$ cat config.mk
export PLATFORM = sky130hd
export DESIGN_NAME = ps2_key_decoder
export DESIGN_NICKNAME = d
export VERILOG_FILES = /design/src/rtl/ps2_key_decoder.sv
export SDC_FILE = /design/constraint.sdc
export NUM_CORES = 1
export LEC_CHECK = 0
export BUFFER_PORTS_ARGS = -buffer_cell sky130_fd_sc_hd__buf_2
export CELL_PAD_IN_SITES_DETAIL_PLACEMENT = 0
export CELL_PAD_IN_SITES_GLOBAL_PLACEMENT = 1
export CORE_AREA = 2 2 96 61
export DETAILED_ROUTE_END_ITERATION = 6
export DIE_AREA = 0 0 98 63
export PLACE_DENSITY_LB_ADDON = 0.1
export SYNTH_ARGS = -nofsm -noshare
export SYNTH_HDL_FRONTEND = slang
export SYNTH_SLANG_ARGS = --single-unit
$ cat constraint.sdc
create_clock -name clk -period 2 [get_ports clk]
set_input_delay 0.3 -clock clk [delete_from_list [all_inputs] [get_ports clk]]
set_output_delay 0.3 -clock clk [all_outputs]
set_load 0.05 [all_outputs]
$ cat src/rtl/ps2_key_decoder.sv
// ps2_key_decoder: turns PS/2 scan-code bytes from the receiver FIFO into
// single-cycle key events, owns the FIFO pop strobe, filters typematic
// repeats of the held key and counts key presses.
// Build option: define PS2_ASCII_EN to compile in the scan-code to ASCII table.
module ps2_key_decoder #(
    parameter int unsigned CNT_W = 8
) (
    input  logic             clk,
    input  logic             rst,
    input  logic [7:0]       ps2_data,
    input  logic             ps2_ready,
    input  logic             ps2_overflow,
    output logic             nextdata_n,
    output logic             key_valid,
    output logic [7:0]       key_code,
    output logic             key_ext,
    output logic             key_make,
    output logic [7:0]       key_ascii,
    output logic             key_down,
    output logic [CNT_W-1:0] press_cnt,
    output logic             err
);

    typedef enum logic [1:0] {
        IDLE,
        POP,
        PROC,
        GAP
    } state_t;

    state_t           state_q, state_d;
    logic [7:0]       byte_q, byte_d;
    logic             ext_pend_q, ext_pend_d;
    logic             brk_pend_q, brk_pend_d;
    logic [7:0]       held_code_q, held_code_d;
    logic             held_ext_q, held_ext_d;
    logic             nextdata_n_q, nextdata_n_d;
    logic             key_valid_q, key_valid_d;
    logic [7:0]       key_code_q, key_code_d;
    logic             key_ext_q, key_ext_d;
    logic             key_make_q, key_make_d;
    logic [7:0]       key_ascii_q, key_ascii_d;
    logic             key_down_q, key_down_d;
    logic [CNT_W-1:0] press_cnt_q, press_cnt_d;
    logic             err_q, err_d;
    logic             emit;
    logic             same_key;

`ifdef PS2_ASCII_EN
    // Lowercase scan-code set 2 to ASCII; unknown codes give 0x00.
    function automatic logic [7:0] to_ascii(input logic [7:0] code);
        case (code)
            8'h1C: return 8'h61; 8'h32: return 8'h62; 8'h21: return 8'h63;
            8'h23: return 8'h64; 8'h24: return 8'h65; 8'h2B: return 8'h66;
            8'h34: return 8'h67; 8'h33: return 8'h68; 8'h43: return 8'h69;
            8'h3B: return 8'h6A; 8'h42: return 8'h6B; 8'h4B: return 8'h6C;
            8'h3A: return 8'h6D; 8'h31: return 8'h6E; 8'h44: return 8'h6F;
            8'h4D: return 8'h70; 8'h15: return 8'h71; 8'h2D: return 8'h72;
            8'h1B: return 8'h73; 8'h2C: return 8'h74; 8'h3C: return 8'h75;
            8'h2A: return 8'h76; 8'h1D: return 8'h77; 8'h22: return 8'h78;
            8'h35: return 8'h79; 8'h1A: return 8'h7A;
            8'h45: return 8'h30; 8'h16: return 8'h31; 8'h1E: return 8'h32;
            8'h26: return 8'h33; 8'h25: return 8'h34; 8'h2E: return 8'h35;
            8'h36: return 8'h36; 8'h3D: return 8'h37; 8'h3E: return 8'h38;
            8'h46: return 8'h39;
            8'h29: return 8'h20;
            8'h5A: return 8'h0D;
            default: return 8'h00;
        endcase
    endfunction
`endif

    assign same_key = (byte_q == held_code_q) && (ext_pend_q == held_ext_q);

    // Next-state and output computation. The byte is classified while in POP
    // so that the registered event outputs are visible during PROC.
    always_comb begin
        state_d      = state_q;
        byte_d       = byte_q;
        ext_pend_d   = ext_pend_q;
        brk_pend_d   = brk_pend_q;
        held_code_d  = held_code_q;
        held_ext_d   = held_ext_q;
        nextdata_n_d = 1'b1;
        key_valid_d  = 1'b0;
        key_code_d   = key_code_q;
        key_ext_d    = key_ext_q;
        key_make_d   = key_make_q;
        key_ascii_d  = key_ascii_q;
        key_down_d   = key_down_q;
        press_cnt_d  = press_cnt_q;
        err_d        = err_q | ps2_overflow;
        emit         = 1'b0;

        case (state_q)
            IDLE: begin
                if (ps2_ready) begin
                    byte_d       = ps2_data;
                    nextdata_n_d = 1'b0;
                    state_d      = POP;
                end
            end
            POP: begin
                state_d = PROC;
                case (byte_q)
                    8'hE0: ext_pend_d = 1'b1;
                    8'hF0: brk_pend_d = 1'b1;
                    8'h00, 8'hFF: begin
                        ext_pend_d = 1'b0;
                        brk_pend_d = 1'b0;
                    end
                    default: begin
                        ext_pend_d = 1'b0;
                        brk_pend_d = 1'b0;
                        if (!brk_pend_q) begin
                            // A make of the held key is a typematic repeat.
                            if (!(key_down_q && same_key)) begin
                                emit        = 1'b1;
                                press_cnt_d = press_cnt_q + CNT_W'(1);
                                held_code_d = byte_q;
                                held_ext_d  = ext_pend_q;
                                key_down_d  = 1'b1;
                            end
                        end else begin
                            emit = 1'b1;
                            if (same_key) begin
                                key_down_d = 1'b0;
                            end
                        end
                    end
                endcase
            end
            PROC: state_d = GAP;
            GAP:  state_d = IDLE;
            default: state_d = IDLE;
        endcase

        if (emit) begin
            key_valid_d = 1'b1;
            key_code_d  = byte_q;
            key_ext_d   = ext_pend_q;
            key_make_d  = ~brk_pend_q;
`ifdef PS2_ASCII_EN
            key_ascii_d = ext_pend_q ? 8'h00 : to_ascii(byte_q);
`else
            key_ascii_d = 8'h00;
`endif
        end
    end

    // State and output registers; reset dominates every state.
    always_ff @(posedge clk) begin
        if (rst) begin
            state_q      <= IDLE;
            byte_q       <= '0;
            ext_pend_q   <= 1'b0;
            brk_pend_q   <= 1'b0;
            held_code_q  <= '0;
            held_ext_q   <= 1'b0;
            nextdata_n_q <= 1'b1;
            key_valid_q  <= 1'b0;
            key_code_q   <= '0;
            key_ext_q    <= 1'b0;
            key_make_q   <= 1'b0;
            key_ascii_q  <= '0;
            key_down_q   <= 1'b0;
            press_cnt_q  <= '0;
            err_q        <= 1'b0;
        end else begin
            state_q      <= state_d;
            byte_q       <= byte_d;
            ext_pend_q   <= ext_pend_d;
            brk_pend_q   <= brk_pend_d;
            held_code_q  <= held_code_d;
            held_ext_q   <= held_ext_d;
            nextdata_n_q <= nextdata_n_d;
            key_valid_q  <= key_valid_d;
            key_code_q   <= key_code_d;
            key_ext_q    <= key_ext_d;
            key_make_q   <= key_make_d;
            key_ascii_q  <= key_ascii_d;
            key_down_q   <= key_down_d;
            press_cnt_q  <= press_cnt_d;
            err_q        <= err_d;
        end
    end

    // Masking with rst keeps a latched-but-unpopped byte in the FIFO when
    // reset arrives during POP.
    assign nextdata_n = nextdata_n_q | rst;
    assign key_valid  = key_valid_q;
    assign key_code   = key_code_q;
    assign key_ext    = key_ext_q;
    assign key_make   = key_make_q;
    assign key_ascii  = key_ascii_q;
    assign key_down   = key_down_q;
    assign press_cnt  = press_cnt_q;
    assign err        = err_q;

endmodule
==> results.md, run 1 <==
- Setup repair after global routing could not meet its margin everywhere.
- In this run the critical register-to-register path is captured at press_cnt[6]$_SDFFE_PP0P_.
- The sequential standard cell area is 862.1 µm².
- The setup slack of the most critical reg-to-reg path is 0.08 ns.
- Once the floorplan was initialized, standard cells occupied 39.62% of the core.
- 0 antenna diodes ended up in the layout.
- Using the TritonRoute via totals, the vias-per-cell ratio works out to 4.836.
- The final wirelength is 4.708 mm.
- The die covers 6174 µm².
- The biggest area contributor in the post-synthesis netlist is sky130_fd_sc_hd__dfxtp_1.
- The synthesis-to-finish area growth is 18.29%.
- The count of cell types in the netlist is 40.
- The worst path arrival time is 2.11 ns.
- After synthesis, flip-flops and latches occupy 40.73% of the total area.
- The post-route DRC violation count is 0.
- For the worst flop-to-flop path, the logic depth is 6.
- Between clock sinks in the finished design, the worst skew comes to 0.003011 ns.
- The startpoint identified for the worst register-to-register timing path is byte_q[7]$_SDFFE_PP0P_.
- The filler cell count in the final layout is 541.
- The worst setup path is of the register to register kind.
- Synthesis handed over a netlist of 235 instances.
- Setup violations remaining at the end of the flow were counted as 0.
- The count of boundary I/O pins is 42.
- The final critical delay including setup and external delays is 1.917 ns.
- The synthesized flop and latch total is 43.
- Counting along the longest clock path gives a buffer depth of 2.
- The area fraction of the dominant cell type after synthesis is 40.73%.
- The core region is 5334 µm².
- The leakage component of the power is 0.0009884 µW.
- The dominant synthesized flop cell is sky130_fd_sc_hd__dfxtp_1.
- The library cell with the highest instance count after synthesis is sky130_fd_sc_hd__dfxtp_1.
- The tree is rooted in a sky130_fd_sc_hd__clkbuf_8.
- The timing endpoint of the critical path is press_cnt[6]$_SDFFE_PP0P_.
- The run finished with clean final reports.
- The number of antenna violations at the first check in global routing is 0.
- The number of buffers inserted during clock tree synthesis is 5.
- For the final routed database, the setup TNS stands at 0 ns.
- After the last flow step, the layout net total stands at 294.
- The number of cell rows is 21.
- The number of synthesized flops with an enable pin is 0.
- The total grt overflow is 0.
- In this run the most critical hold path is launched from ps2_overflow.
- The achievable frequency is 0.5217 GHz.
- In the global route stage, overall resource usage came out at 16.05%.
- Hold repair after CTS inserted 0 buffers.
- The clock reaches the later pin of the worst-skew pair after 0.29 ns.
- The number of max-cap violations is 0.
- The worst setup margin is 0.08334 ns.
- CTS built an H-tree with a depth of 2.
- The routed layout has 1678 vias.
- The synthesized area per cell is 8.993 µm².
- Power comes to 2846 µW.
- STA puts the critical path data required time at 2.19 ns.
- Dividing the detail-routed wire length by the instance count gives 13.57 µm.
- The kind of start point of the critical path is a register.
- The area of combinational cells with multiple inputs is 1132 µm².
- By count the netlist is led by sky130_fd_sc_hd__dfxtp_1 (43), sky130_fd_sc_hd__o21ai_0 (19), sky130_fd_sc_hd__a21oi_1 (17), sky130_fd_sc_hd__nand2b_1 (17), sky130_fd_sc_hd__nand2_1 (14).
- The warning count from the yosys run is 0.
- The most critical setup path has its startpoint at byte_q[7]$_SDFFE_PP0P_.
- IR analysis of the VDD net gives a maximum drop of 0.5063 mV.
- The async set-reset flop share out of synthesis is 0%.
- The number of iterations in the first detailed-routing pass is 4.
- The largest driver fanout on the critical path is 11.
- The die extent in x is 98 µm.
- The number of clock sinks is 43.
- The final-report max-slew violation count is 0.
- Routability-driven placement finished with a final weighted congestion of 0.8727.
- During placement, the flow inserted port buffers numbering 33.
- STA classifies the critical path endpoint as a register.
- The number of hold violations in the final report is 0.
- The count of nets left with antenna violations once routing finished came out at 0.
- The clock-pin slew on the worst setup and hold paths is 0.08 ns.
- The pin count of the biggest net entering global routing is 30.
- Before CTS, the worst setup slack after placement is 0.04979 ns.
- The path class of the tightest hold or removal check is input pin to register.
- The clock tree from TritonCTS is built.
- The fraction of final layout cells sized beyond drive strength 1 is 26.26%.
- Detailed placement ended at an HPWL of 3.473 mm.
- The summed instance area of the synthesized netlist is 2113 µm².
- Power spread over the standard cell area amounts to 1139 nW/µm².
- From bottom edge to top edge, the die measures 63 µm.
- The via count of the first global-routing pass is 1485.
- The final critical path takes up 95.83% of the cycle.
- The first global-routing pass estimated 7.748 mm of wire.
- The detailed router's first-iteration violation count is 76.
- Ranked by total cell area, the synthesized netlist is headed by sky130_fd_sc_hd__dfxtp_1 (41%), sky130_fd_sc_hd__nand2b_1 (5.0%), sky130_fd_sc_hd__mux2i_1 (4.7%).
-- layer usage --
| layer | vias up | track usage, % | share of wire [%] |
|---|---|---|---|
| li1 | 876 | - | - |
| met1 | 756 | 25.51 | 57 |
| met2 | 41 | 20.46 | 37 |
| met3 | 5 | 4.251 | 5.1 |
| met4 | 0 | 4.688 | 0.85 |
| met5 | - | 0 | 0 |
-- through the flow --
step / utilization, % / cells / cell area, µm² / hold WS (ns)
after global routing: 46.87 / 347 / 2500 / 0.2373
after floorplan: - / 242 / 2140 / 0.4207
final: 46.87 / 347 / 2500 / 0.2072
after CTS: 46.33 / 346 / 2471 / 0.2060
after global placement: 44.45 / 338 / 2371 / 0.4504
after detailed placement: 44.45 / 338 / 2371 / 0.4593
-- cell usage in the layout (no fill, tap or decap), types with 2 or more instances in the layout --
master / n
sky130_fd_sc_hd__or2_2: 3
sky130_fd_sc_hd__nor4_1: 2
sky130_fd_sc_hd__nand3_1: 13
sky130_fd_sc_hd__mux2i_1: 10
sky130_fd_sc_hd__o31ai_1: 3
sky130_fd_sc_hd__and3_1: 2
sky130_fd_sc_hd__mux2_4: 2
sky130_fd_sc_hd__nor2_1: 8
sky130_fd_sc_hd__nor2b_1: 13
sky130_fd_sc_hd__inv_1: 5
sky130_fd_sc_hd__conb_1: 8
sky130_fd_sc_hd__clkbuf_8: 7
sky130_fd_sc_hd__nand2_1: 14
sky130_fd_sc_hd__buf_2: 33
sky130_fd_sc_hd__o21ai_0: 19
sky130_fd_sc_hd__nand2b_1: 17
sky130_fd_sc_hd__nor3_1: 2
sky130_fd_sc_hd__nand4_1: 3
sky130_fd_sc_hd__or4_1: 3
sky130_fd_sc_hd__ha_1: 4
sky130_fd_sc_hd__a21oi_1: 16
sky130_fd_sc_hd__dfxtp_1: 42
sky130_fd_sc_hd__or3_1: 2
sky130_fd_sc_hd__buf_4: 16
sky130_fd_sc_hd__xnor2_1: 9
sky130_fd_sc_hd__nor4_4: 3
sky130_fd_sc_hd__or2b_1: 2
-- state kept, by name, summed over array words and instances, names as in the netlist --
register      cells
byte_q            8
held_code_q       8
ext_pend_q        1
brk_pend_q        1
key_valid         1
key_code          8
nextdata_n_q      1
key_ext           1
held_ext_q        1
key_down          1
press_cnt         8
key_make          1
err               1
state_q           2
-- power breakdown --
group	internal [µW]	switching [µW]	total (µW)
sequential	976	107	1080
clock	316	298	614
combinational	429	721	1150
-- layout make-up --
class	count	area share, %
Tap cell	69	3.453
Clock buffer	8	4.004
Timing Repair Buffer	50	11.86
Multi-Input combinational cell	171	45.30
Sequential cell	43	34.48
Inverter	6	0.9009
-- worst max-delay path, cell delays in order (launching register included) --
cell and delay, ns:
sky130_fd_sc_hd__dfxtp_1 0.46, sky130_fd_sc_hd__xnor2_1 0.17, sky130_fd_sc_hd__nand3_1 0.16, sky130_fd_sc_hd__nor4_4 0.42, sky130_fd_sc_hd__buf_4 0.25, sky130_fd_sc_hd__nor4_4 0.06, sky130_fd_sc_hd__mux2_4 0.29
-- worst min path at each step --
| stage | end | cells past startpoint |
|---|---|---|
| after floorplan | err$_SDFF_PP0_ | 2 |
| after global placement | err$_SDFF_PP0_ | 2 |
| after detailed placement | err$_SDFF_PP0_ | 2 |
| after CTS | err$_SDFF_PP0_ | 3 |
| after global routing | err$_SDFF_PP0_ | 3 |
| final | err$_SDFF_PP0_ | 3 |
-- repair_timing --
action                     CTS  global route
setup buffers                0             1
hold endpoints to repair     0             0
resized for setup            0             7
setup endpoints to repair    0             7
-- cells by family after synthesis --
group	synth area share (%)
AOI/OAI and AO/OA	12.32
xor gates and xnor gates	3.730
adders and majority gates	2.960
buffers and inverters	7.697
DFF	40.73
muxes	6.513
other	0.1774
and+or+nand+nor	25.87
(Power assumes the default switching activity.)
==> run 2: changes to the inputs <==
CORE_AREA = 2 2 69 84   (was 2 2 96 61)
DIE_AREA = 0 0 71 86   (was 0 0 98 63)
==> run 2 against run 1 <==
Sequential power about the same. Combinational power about the same. Core utilization up 0.36 points. Count of clock-buffer cells in the layout down 3. Routed wire length down 6.2%. Clock power up 17%. Register-to-register slack better by 0.03 ns. Worst setup slack better by 0.034 ns.
==> results.md, run 2 (same netlist as run 1, synthesis figures left out) <==
- The worst path buffer plus inverter count is 0 (-1).
- The number of max-cap violations is 0 (unchanged).
- The count of input and output buffers is 33 (unchanged).
- The later-pin clock latency in the skew report is 0.31 ns (+0.02 ns).
- The worst-case clock skew was 0.006374 ns (+0.003363 ns).
- The worst setup margin came to 0.1178 ns (+0.03447 ns).
- The period utilization is 94.11% (-1.7 points).
- The number of setup violations in the final report is 0 (unchanged).
- The maximum level of the CTS H-tree is 2 (unchanged).
- The global router's overall resource usage is 14.83% (-1.2 points).
- The achievable frequency came to 0.5313 GHz (+1.8%).
- The pin count of the biggest net entering global routing is 35 (+17%).
- The classification of the worst-slack hold path is input pin to register.
- The worst-case setup slack after placement was 0.03492 ns (-0.01487 ns).
- Among all stages on the critical path, the largest delay is contributed by sky130_fd_sc_hd__dfxtp_1.
- The core footprint came to 5261 µm² (-1.4%).
- The sum of negative setup slack is 0 ns (unchanged).
- The peak supply drop is 0.4327 mV (-15%).
- The die extent in x came to 71 µm (-28%).
- Leaving out fill and tap cells, the most frequent cell in the layout is sky130_fd_sc_hd__dfxtp_1.
- The worst setup path is captured at a register.
- The fraction of final layout cells sized beyond drive strength 1 came to 23.53% (-2.7 points).
- The critical path is of the register to register type.
- The clock-pin slew on the worst setup and hold paths is 0.09 ns (about the same).
- The leakage component of the power is 0.0009679 µW (-2.1%).
- The global-route wire length before repair is 7.141 mm (-7.8%).
- The power density of the placed cells is 1172 nW/µm² (+3.0%).
- The startpoint of the worst register-to-register path is byte_q[6]$_SDFFE_PP0P_.
- The largest driver fanout on the critical path is 6 (-5).
- The final critical delay including setup and external delays is 1.882 ns (-0.03447 ns).
- Tracing the worst setup path back leads to its startpoint at byte_q[6]$_SDFFE_PP0P_.
- The number of inserted diodes is 0 (unchanged).
- The HPWL after detailed placement is 3.090 mm (-11%).
- The filler cell count in the final layout is 530 (-2.0%).
- The flow ran to the end, and the final reports show no timing, DRC or antenna violations.
- The maximum cell stage delay along the critical path is 0.38 ns (-0.08 ns).
- The number of buffers inserted during clock tree synthesis is 5 (unchanged).
- The via count is 1683 (+0.30%).
- The vertical extent of the die is 86 µm (+37%).
- In the layout the commonest cells are sky130_fd_sc_hd__dfxtp_1 (43), sky130_fd_sc_hd__buf_2 (33), sky130_fd_sc_hd__o21ai_0 (19).
- The number of antenna violations at the first check in global routing is 0 (unchanged).
- The number of clock sinks is 43 (unchanged).
- The die footprint was 6106 µm² (-1.1%).
- The number of iterations in the first detailed-routing pass is 5 (+1).
- Among cell families on the critical path, the largest total delay comes from simple AND/OR/NAND/NOR gates.
- Compared with the post-synthesis result, the final layout area differs by 17.58%.
- The maximum number of buffers from clock root to sink is 2 (unchanged).
- The total setup buffers inserted after CTS was 0 (unchanged).
- The total grt overflow is 0 (unchanged).
- The wire length per cell after detailed routing was 13.22 µm (-2.6%).
- The effective utilization at floorplan is 40.17% (+0.55 points).
- The tree is rooted in a sky130_fd_sc_hd__clkbuf_8.
- The routability congestion estimate was 0.7904 (-9.4%).
- The via count of the first global-routing pass is 1527 (+2.8%).
- The startpoint of the tightest hold check path is ps2_overflow.
- The number of hold violations in the final report is 0 (unchanged).
- The number of cell rows is 29 (+38%).
- The post-route DRC violation count is 0 (unchanged).
- The worst path arrival time came to 2.08 ns (-0.03 ns).
- The required time of the worst setup path is 2.20 ns (about the same).
- The detailed router's first-iteration violation count is 76 (unchanged).
- The count of nets left with antenna violations after detail routing was 0 (unchanged).
- The worst setup path is launched from a register.
- The final-stage net count is 288 (-2.0%).
- The count of boundary I/O pins is 42 (unchanged).
- The via count normalized by instance count was 5.039 (+4.2%).
- The critical path goes through and3_1 -> a41oi_4 -> nand3_4 -> nor4_2 -> mux2_2.
- The final-report max-slew violation count is 0 (unchanged).
- The clock tree from TritonCTS is built.
- The final wirelength was 4.415 mm (-6.2%).
- Setup repair after global routing left no endpoint under its margin.
-- run 2: per-stage QoR --
step / hold WS [ns] / utilization (%) / instances / instance area (µm²) / power, µW
after floorplan: 0.4207 / - / 242 / 2140 / 1941
after global placement: 0.4471 / 44.28 / 325 / 2330 / 2183
after detailed placement: 0.4554 / 44.28 / 325 / 2330 / 2179
after CTS: 0.1816 / 46.49 / 333 / 2446 / 2904
after global routing: 0.2061 / 47.23 / 334 / 2485 / 3099
final: 0.1927 / 47.23 / 334 / 2485 / 2913
-- run 2: what timing repair did --
action | CTS | global route
endpoints found under the setup margin | 0 | 17
hold endpoints to repair | 0 | 0
hold buffers | 0 | 0
resized for setup | 0 | 4
-- run 2: cell type report --
class / count / area (µm²) / share of cell area [%]
repair buffers: 43 / 252.7 / 10.17
inverters: 6 / 22.52 / 0.9063
well taps: 62 / 77.57 / 3.122
multi-input cells: 172 / 1155 / 46.48
clock inverters: 3 / 47.55 / 1.913
clock buffers: 5 / 68.82 / 2.769
flip-flops and latches: 43 / 860.8 / 34.64
-- run 2: path summary, 6_finish.rpt --
check	end	slack (ns)	cells after the start
setup / recovery	press_cnt[5]$_SDFFE_PP0P_	0.12	5
hold / removal	err$_SDFF_PP0_	0.19	3
setup reg to reg	press_cnt[5]$_SDFFE_PP0P_	0.12	5
hold reg to reg	key_code[0]$_SDFFE_PP0P_	0.47	2
-- run 2: power by group --
group	internal [µW]	leakage, µW	switching, µW	total (µW)
combinational	394	0.000560	725	1120
clock	379	0.0000587	337	716
sequential	975	0.000349	103	1080
total	1750	0.000968	1170	2910
-- run 2: tightest hold or removal path, delay by kind of cell --
family,cells,cell delay [ns]
AND/OR/NAND/NOR,2,0.09
buffers and inverters,1,0.07
-- run 2: metal layers --
metal	vias to the layer above	GRT usage, %	share of wire, %
met5	-	0	0
met4	0	6.690	1.9
met3	6	3.760	4.6
met2	35	23.79	47
met1	776	18.71	46
li1	866	-	-
==> run 3: changes to the inputs <==
CORE_AREA = 2 2 68 83   (was 2 2 69 84)
CTS_BUF_LIST = sky130_fd_sc_hd__clkbuf_4 sky130_fd_sc_hd__clkbuf_8   (was not set)
DIE_AREA = 0 0 70 85   (was 0 0 71 86)
==> run 3 against run 2 <==
Total power decreased by 0.87%. Sequential cell count unchanged. Worst setup slack got worse by 0.041 ns. Routed wire length increased by 1.7%. Cell count increased by 1.8%. First-iteration DRC count decreased by 12%.
==> results.md, run 3 (same netlist as run 1, synthesis figures left out) <==
- The number of buffers inserted during clock tree synthesis is 5 (unchanged).
- The count of nets left with antenna violations after detail routing is 0 (unchanged).
- The worst setup margin came to 0.07638 ns (-0.04144 ns).
- The global routing's busiest layer is met2.
- The global-route track usage on met3 is 3.563% (-0.20 points).
- The later-pin clock latency in the skew report is 0.30 ns (about the same).
- The leakage component of the power was 0.0009953 µW (+2.8%).
- The worst-case setup slack after placement was 0.02506 ns (-0.009854 ns).
- The largest driver fanout on the critical path is 5 (-1).
- The final wirelength came to 4.488 mm (+1.7%).
- The filler cell count in the final layout is 537 (+1.3%).
- The achievable frequency is 0.5199 GHz (-2.2%).
- The quantity of hold-fixing buffers added after cts is 0 (unchanged).
- The effective utilization at floorplan came to 41.02% (+0.85 points).
- The die footprint came to 5950 µm² (-2.6%).
- The maximum level of the CTS H-tree came to 2 (unchanged).
- The total grt overflow is 0 (unchanged).
- The wire length per cell after detailed routing came to 13.20 µm (-0.14%).
- The met1 routing resource usage after global routing is 20.19% (+1.5 points).
- The cell count along the critical path came to 6 (+1).
- The fraction of final layout cells sized beyond drive strength 1 is 25.54% (+2.0 points).
- The part of the power in combinational logic is 41.1% (+2.7 points).
- The worst path arrival time is 2.12 ns (+0.04 ns).
- The worst-case clock skew came to 0.01148 ns (+0.005107 ns).
- The pin count of the biggest net entering global routing is 38 (+8.6%).
- The peak supply drop is 0.4446 mV (+2.7%).
- The number of antenna violations at the first check in global routing was 0 (unchanged).
- The count of boundary I/O pins was 42 (unchanged).
- The clock tree from TritonCTS is built.
- The end of the worst register-to-register path is press_cnt[6]$_SDFFE_PP0P_.
- The worst hold path belongs to the class input pin to register.
- The setup slack of the most critical reg-to-reg path was 0.08 ns (-0.04 ns).
- The total non-filler cell area in the finished layout is 2520 µm² (+1.4%).
- The final critical delay including setup and external delays was 1.924 ns (+0.04144 ns).
- The clock power share is 21.6% (-3.0 points).
- The vertical extent of the die was 85 µm (-1.2%).
- The final-report max-slew violation count is 0 (unchanged).
- The worst setup path is launched from a register.
- The power share of the sequential group is 37.3% (+0.3 points).
- The maximum cell stage delay along the critical path is 0.34 ns (-0.04 ns).
- The switching portion of total power was 39.43% (-0.58 points).
- The type of the worst setup path is register to register.
- In the layout the commonest cells are sky130_fd_sc_hd__dfxtp_1 (43), sky130_fd_sc_hd__buf_2 (33), sky130_fd_sc_hd__o21ai_0 (19).
- The number of inserted diodes was 0 (unchanged).
- The global-route wire length before repair is 7.548 mm (+5.7%).
- The signal on the critical path passes through and3_1 -> a41oi_4 -> nand3_4 -> buf_4 -> nor4_4 -> mux2_4.
- The instance area at placement is 2352 µm² (+0.97%).
- The HPWL after detailed placement is 3.123 mm (+1.1%).
- The critical path ends at press_cnt[6]$_SDFFE_PP0P_.
- The number of max-cap violations is 0 (unchanged).
- The startpoint of the worst register-to-register path is byte_q[6]$_SDFFE_PP0P_.
- The cell internal power dissipation is 1749 µW (about the same).
- The met2 layer usage reported by global route is 26.32% (+2.5 points).
- In this run the clock root is driven by a sky130_fd_sc_hd__clkbuf_8.
- The net switching power is 1139 µW (-2.3%).
- The cell depth of the worst flop-to-flop path is 6 (+1).
- The minimum hold slack is 0.2042 ns (+0.01159 ns).
- The number of clock sinks is 43 (unchanged).
- The largest delay contributor family on the critical path is simple AND/OR/NAND/NOR gates.
- The count of placed standard cells in the final layout, fillers left out was 340 (+1.8%).
- The power density of the placed cells is 1146 nW/µm² (-2.2%).
- The post-route DRC violation count was 0 (unchanged).
- The clock-pin slew on the worst setup and hold paths came to 0.08 ns (about the same).
- For this design, the slowest cell found on the critical path is sky130_fd_sc_hd__dfxtp_1.
- The run finished with clean final reports.
- The routability congestion estimate was 0.7547 (-4.5%).
- In this run the worst setup path begins at byte_q[6]$_SDFFE_PP0P_.
- The global router's overall resource usage came to 15.93% (+1.1 points).
- The sum of negative setup slack was 0 ns (unchanged).
- The core footprint is 5152 µm² (-2.1%).
- The most common library cell in the layout ignoring fill and taps is sky130_fd_sc_hd__dfxtp_1.
- The number of hold violations in the final report is 0 (unchanged).
- The via count normalized by instance count is 4.988 (-1.0%).
- The number of iterations in the first detailed-routing pass is 4 (-1).
- The detailed router's first-iteration violation count is 67 (-12%).
- The total instance count after detailed placement is 328 (+0.92%).
- The area growth from synthesis to layout is 19.24%.
- The maximum number of buffers from clock root to sink is 2 (unchanged).
- The via count came to 1696 (+0.77%).
- The via count of the first global-routing pass is 1589 (+4.1%).
- The period utilization was 96.18% (+2.1 points).
- The number of cell rows is 29 (unchanged).
- The worst path buffer plus inverter count is 1 (+1).
- The final-stage net count is 294 (+2.1%).
- The count of input and output buffers is 33 (unchanged).
- The number of setup violations in the final report is 0 (unchanged).
- The element type at the critical path end is a register.
- The required time of the worst setup path came to 2.19 ns (about the same).
- The die extent in x is 70 µm (-1.4%).
-- run 3: layer usage --
layer / wire length, µm / vias up
met3: 156 / 6
met1: 2114 / 777
met5: 0 / -
met2: 2139 / 34
met4: 78 / 0
li1: - / 879
-- run 3: timing repair --
| item | in CTS | in global routing |
|---|---|---|
| hold endpoints to repair | 0 | 0 |
| setup buffers | 0 | 3 |
| pin swaps | 0 | 1 |
| resized for setup | 1 | 5 |
| setup endpoints to repair | 8 | 10 |
| cloned | 0 | 1 |
-- run 3: layout make-up --
class / count / area [µm²] / area share (%)
multi-input combinational: 172 / 1157 / 45.93
sequential: 43 / 860.8 / 34.16
timing repair buffer: 49 / 297.8 / 11.82
clock buffer: 8 / 103.9 / 4.121
tap: 62 / 77.57 / 3.078
inverter: 6 / 22.52 / 0.8937
-- run 3: worst register-to-register path, stage by stage, from the launching register on --
cell and delay, ns:
sky130_fd_sc_hd__dfxtp_1 0.34, sky130_fd_sc_hd__and3_1 0.24, sky130_fd_sc_hd__a41oi_4 0.30, sky130_fd_sc_hd__nand3_4 0.16, sky130_fd_sc_hd__buf_4 0.18, sky130_fd_sc_hd__nor4_4 0.28
sky130_fd_sc_hd__mux2_4 0.32
-- run 3: worst min path at each step --
stage,from,end,slack [ns],depth (start not counted)
3_3_place_gp,err$_SDFF_PP0_,err$_SDFF_PP0_,0.45,2
4_1_cts,ps2_overflow,err$_SDFF_PP0_,0.20,3
2_1_floorplan,ps2_overflow,err$_SDFF_PP0_,0.42,2
5_1_grt,ps2_overflow,err$_SDFF_PP0_,0.22,3
6_report,ps2_overflow,err$_SDFF_PP0_,0.20,3
3_5_place_dp,key_code[0]$_SDFFE_PP0P_,key_code[0]$_SDFFE_PP0P_,0.46,2
-- run 3: per-stage QoR --
step           util [%]  total power (µW)
2_1_floorplan         -              1941
3_3_place_gp      45.65              2190
3_5_place_dp      45.65              2200
4_1_cts           47.81              2843
5_1_grt           48.91              3086
6_report          48.91              2888
-- run 3: power by group through the flow --
stage / Sequential, µW / Combinational (µW) / Clock [µW]
final: 1080 / 1190 / 623
after global placement: 1090 / 1100 / 0
after CTS: 1080 / 1120 / 646
after floorplan: 1240 / 699 / 0
after detailed placement: 1100 / 1100 / 0
after global routing: 1100 / 1310 / 675
